===== src/rtl/j_vtim.sv =====
// Video horizontal/vertical timing generator: pixel/line counters, syncs, blank
// and a vertical interrupt, clocked by rising edges of the divided video clock.
module j_vtim #(
   parameter int HW = 11,
   parameter int VW = 11
) (
   input  logic          sys_clk,
   input  logic          resetl,
   input  logic          vclkdiv,
   input  logic          vclken,
   input  logic [15:0]   din,
   input  logic [3:0]    addr,
   input  logic          wr,
   output logic [15:0]   dout,
   output logic [HW-1:0] hc,
   output logic [VW-1:0] vc,
   output logic          hsyncl,
   output logic          vsyncl,
   output logic          blank,
   output logic          vint
);

   logic [HW-1:0] hp_r, hs_r, hbb_r, hbe_r;
   logic [VW-1:0] vp_r, vs_r, vbb_r, vbe_r, vi_r;
   logic [HW-1:0] hc_r, hc_next_s;
   logic [VW-1:0] vc_r, vc_next_s;
   logic          vclk_d_r, tick_s, eol_s;
   logic          hsyncl_r, vsyncl_r, blank_r, vint_r;
   logic          hblank_s, vblank_s;
   logic          unused_s;

   // Register bits above the counter width are never stored.
   assign unused_s = ^din[15:HW];

   assign tick_s = vclkdiv & ~vclk_d_r & vclken;

   // Timing register file writes.
   always_ff @(posedge sys_clk) begin
      if (!resetl) begin
         hp_r  <= HW'(16'h03FF);
         hs_r  <= HW'(16'h0040);
         hbb_r <= HW'(16'h0300);
         hbe_r <= HW'(16'h0080);
         vp_r  <= VW'(16'h020C);
         vs_r  <= VW'(16'h0006);
         vbb_r <= VW'(16'h01F0);
         vbe_r <= VW'(16'h0020);
         vi_r  <= VW'(16'h07FF);
      end else if (wr) begin
         case (addr)
            4'd0:    hp_r  <= din[HW-1:0];
            4'd1:    hs_r  <= din[HW-1:0];
            4'd2:    hbb_r <= din[HW-1:0];
            4'd3:    hbe_r <= din[HW-1:0];
            4'd4:    vp_r  <= din[VW-1:0];
            4'd5:    vs_r  <= din[VW-1:0];
            4'd6:    vbb_r <= din[VW-1:0];
            4'd7:    vbe_r <= din[VW-1:0];
            4'd8:    vi_r  <= din[VW-1:0];
            default: begin end
         endcase
      end
   end

   // Next counter values assuming a tick; >= keeps a shrunken period from running away.
   always_comb begin
      eol_s     = (hc_r >= hp_r);
      hc_next_s = hc_r;
      vc_next_s = vc_r;
      if (eol_s) begin
         hc_next_s = {HW{1'b0}};
         if (vc_r >= vp_r) begin
            vc_next_s = {VW{1'b0}};
         end else begin
            vc_next_s = vc_r + VW'(1);
         end
      end else begin
         hc_next_s = hc_r + HW'(1);
         vc_next_s = vc_r;
      end
      hblank_s = (hc_next_s >= hbb_r) | (hc_next_s < hbe_r);
      vblank_s = (vc_next_s >= vbb_r) | (vc_next_s < vbe_r);
   end

   // Counters and timing outputs advance together so they stay coherent.
   always_ff @(posedge sys_clk) begin
      if (!resetl) begin
         vclk_d_r <= 1'b1;
         hc_r     <= {HW{1'b0}};
         vc_r     <= {VW{1'b0}};
         hsyncl_r <= 1'b1;
         vsyncl_r <= 1'b1;
         blank_r  <= 1'b1;
         vint_r   <= 1'b0;
      end else begin
         vclk_d_r <= vclkdiv;
         vint_r   <= 1'b0;
         if (tick_s) begin
            hc_r     <= hc_next_s;
            vc_r     <= vc_next_s;
            hsyncl_r <= ~(hc_next_s < hs_r);
            vsyncl_r <= ~(vc_next_s < vs_r);
            blank_r  <= hblank_s | vblank_s;
            vint_r   <= eol_s & (vc_next_s == vi_r);
         end
      end
   end

   // Register and live counter readback.
   always_comb begin
      dout = 16'h0000;
      case (addr)
         4'd0:    dout = 16'(hp_r);
         4'd1:    dout = 16'(hs_r);
         4'd2:    dout = 16'(hbb_r);
         4'd3:    dout = 16'(hbe_r);
         4'd4:    dout = 16'(vp_r);
         4'd5:    dout = 16'(vs_r);
         4'd6:    dout = 16'(vbb_r);
         4'd7:    dout = 16'(vbe_r);
         4'd8:    dout = 16'(vi_r);
         4'd10:   dout = 16'(hc_r);
         4'd11:   dout = 16'(vc_r);
         default: dout = 16'h0000;
      endcase
   end

   assign hc     = hc_r;
   assign vc     = vc_r;
   assign hsyncl = hsyncl_r;
   assign vsyncl = vsyncl_r;
   assign blank  = blank_r;
   assign vint   = vint_r;

endmodule


===== config.mk =====
export PLATFORM = sky130hd
export DESIGN_NAME = j_vtim
export DESIGN_NICKNAME = d
export VERILOG_FILES = /design/src/rtl/j_vtim.sv
export SDC_FILE = /design/constraint.sdc
export NUM_CORES = 1
export LEC_CHECK = 0
export ABC_AREA = 1
export CAP_MARGIN = 40
export CORE_ASPECT_RATIO = 1.1
export CORE_MARGIN = 2
export CORE_UTILIZATION = 62
export DETAILED_ROUTE_END_ITERATION = 16
export GPL_TIMING_DRIVEN = 0
export PLACE_DENSITY = 0.84
export SLEW_MARGIN = 20
export SYNTH_ARGS = -nofsm -noshare
export SYNTH_HDL_FRONTEND = slang
export SYNTH_SLANG_ARGS = --single-unit

===== constraint.sdc =====
create_clock -name sys_clk -period 4.4 [get_ports sys_clk]
set_input_delay 0.88 -clock sys_clk [delete_from_list [all_inputs] [get_ports sys_clk]]
set_output_delay 0.88 -clock sys_clk [all_outputs]
set_load 0.03 [all_outputs]

==> metrics <==
synthesized cell area=0.00804 sq mm; total gr overflow=0; initial antenna violation count=0; fin. max-slew vios=0; placed wire-length estimate=20,800 microns; Main synth FF type=dfxtp_1; initial core utilization=around 64%; Hold/Removal Path Class=flip-flop to flip-flop; area leader, netlist=dfxtp_1; post-synthesis mux area share=0%; drt first pass iters=7; Via Count=roughly 8,700; clk sink count=126; Yosys warnings=0; number of standard cells in the final layout excluding fillers=1,378; area grow syn2layout=16.8%; largest net degree at the start of global routing=17; worst hold path cell count=2; Die X=113 microns; syn_area_per_cell=7.07 sq um; Setup Buffers After CTS=0; Cells after DPL=1,346; Compound-Gate Fraction of Synth Area=24.5%; Psw=0.896 mW; post-route setup slack=35.1 ps; Crit Path Class=input pin to primary output; Post-synth EDFFs=0; fmax=about 230 MHz; main combinational cell family by area after synthesis=compound AO/OA/AOI/OAI gates; Critical Path Fanout Max=10; Cells after Synth=1,138; final hold viol count=0; Starting DRT DRC Count=956; Tcrit/Tclk final=99.2%; status=complete, no violations; leak pwr=4.29 nW; CTS H-tree lvls=4; power per cell area=347 mW/mm^2; clock transition at the registers of the reported paths=~60 ps; GRT Total Usage=approximately two fifths; Tightest Pin Transition=849 ps; io pins=67; Worst Path Arrival=between 3000 and 4000 ps; Synth async-reset ratio=0%; final net count=approximately 1,300; DRT Wirelength=28,400 microns; worst hold margin=472 ps; hold_buf cts=0; Net Sw Frac=between 20% and 30%; Clock Latency Late Sink=430 ps; Tmin final=between 4000 and 5000 ps; internal power=2.36 mW; hold_sp=blank; gpl congestion=between 1 and 1.5; post-synthesis simple-gate area fraction=17.9%; clock share of power=between 40% and 50%; synthesized flop and latch total=126; Logic pwr share=between 10% and 20%; Seq pwr share=between 30% and 40%; layout cells sized above 1=7.21%; crit path from=addr[0]; num rows=43; Inserted Clock Buffers=17; CP startpoint kind=input pin; CTS root buf=clkbuf_16; Routed wire per std cell=20.6 microns; synth top area cells=dfxtp_1, ha_1, a21oi_1, inv_1, nand2_1; Bufs on Longest Clock Path=2; Hold Crit Endpoint=blank; Max IR drop VDD=0.000290 V; Max Cap Viol=0; CTS tree=yes; Worst Setup End Kind=primary output; Port Buffer Count=46; vias in the first global route=7,867; Setup Skew=13.6 ps; FF-to-FF setup slack=about 600 ps; Critical R2R Launch=hc[2]; register area share after synthesis=31.4%; post-synth cell types=43; ANT nets after route=0; Setup Slack @ Placement=-6.45 ps; worst reg2reg endpoint=blank; Via density=roughly 6.3; endpoints failing setup=0; RSZ-0062 raised after global routing=no; die area=0.0139 sq mm; core area=0.0126 sq mm; first-pass GRT wire length=43,100 microns; die height=123 microns; reg2reg path depth=26; DRC=0; Synth Area in XOR/XNOR=less than 1%; post-synth top area share=31.4%; CP required=3520 ps; Finished Core Util=between 70% and 80%; Max-Slew Margin vs Limit=43.4%; adder-cell share of the synthesized area=13.4%
## worst max-delay path by stage
stage | end | slack (ps)
after floorplan | blank | 1320
after global placement | dout[8] | -5
after detailed placement | dout[8] | -6
after CTS | dout[3] | 70
after global routing | dout[6] | 50
final | dout[7] | 40
## flip-flops by register name, indices dropped and copies added, names as in the netlist
name / flops
vc: 11
hs_r: 11
vbe_r: 11
vsyncl: 1
vbb_r: 11
hp_r: 11
vp_r: 11
hbb_r: 11
vi_r: 11
vint: 1
vclk_d_r: 1
hc: 11
hbe_r: 11
vs_r: 11
blank: 1
hsyncl: 1
## cell type report
type,count,area (sq um)
Timing Repair Buffer,47,468
Tap cell,157,196
Inverter,194,731
Clock inverter,13,210
Buffer,55,244
Multi-Input combinational cell,766,4560
Fill cell,1018,3250
Antenna cell,1,2.50
Sequential cell,126,2520
Clock buffer,19,453
## power groups by stage
stage	registers [mW]	clock network, mW	logic (mW)
after floorplan	1.23	0	0.276
after global placement	1.22	0	0.433
after detailed placement	1.22	0	0.440
after CTS	1.19	1.59	0.447
after global routing	1.20	1.64	0.501
final	1.19	1.60	0.464
## timing repair
item,in CTS,in global routing
endpoints found under the hold margin,0,0
pin swaps,0,0
endpoints found under the setup margin,1,6
resized for setup,1,3
## layer usage
metal	routed length (microns)	vias to the layer above	GRT usage, %
li1	-	3982	-
met1	10800	3906	53.0
met2	12100	628	63.0
met3	3550	151	9.71
met4	2020	0	23.9
met5	0	-	0
## critical path, stage by stage
cell,delay (ps)
clkdlybuf4s50_1,530
inv_1,70
nand2_1,100
nor2_1,60
inv_1,100
clkbuf_1,420
o22ai_1,180
a21oi_1,290
nand3_1,200
clkdlybuf4s50_1,650
## placed cells by master, fill, tap and decap left out, types with 17 or more instances in the layout
cell | netlist | layout
nand3_1 | 55 | 55
nand2_1 | 168 | 168
nor2_1 | 47 | 47
dfxtp_1 | 126 | 126
clkdlybuf4s50_1 | 0 | 46
clkbuf_1 | 44 | 41
a21oi_1 | 146 | 146
ha_1 | 86 | 86
o22ai_1 | 34 | 34
o211ai_1 | 19 | 19
clkbuf_16 | 0 | 17
inv_1 | 181 | 181
o21ai_0 | 109 | 109
a221oi_1 | 20 | 19
## cell families (layout without fill, tap and decap cells)
| kind of cell | count (synthesis) | after routing |
|---|---|---|
| and+or+nand+nor | 318 | 318 |
| AOI/OAI and AO/OA | 351 | 351 |
| other | 1 | 6 |
| buffers and inverters | 250 | 328 |
| DFF | 126 | 126 |
| xor gates and xnor gates | 6 | 6 |
| adders and majority gates | 86 | 86 |
## per-stage QoR
stage	area, sq um	power [mW]	TNS [ps]
after floorplan	8060	1.50	0
after global placement	8710	1.65	-4.55
after detailed placement	8720	1.66	-6.45
after CTS	9380	3.23	0
after global routing	9390	3.34	0
final	9390	3.25	0
## cells in the mapped netlist (all sizes together), types with 2 or more instances
cell type,count
nand2,180
clkinv,2
xor2,6
o21bai,2
nand4,7
o21a,2
dfxtp,126
nor3,12
nor4,2
o211ai,19
ha,86
a21oi,147
a221oi,20
nand3,57
o21ai,119
nand3b,3
a211oi,2
clkbuf,44
o22ai,34
inv,192
nor2,55
a31oi,3
buf,12
or2,2
No activity file was read; power rests on OpenSTA's default activity.
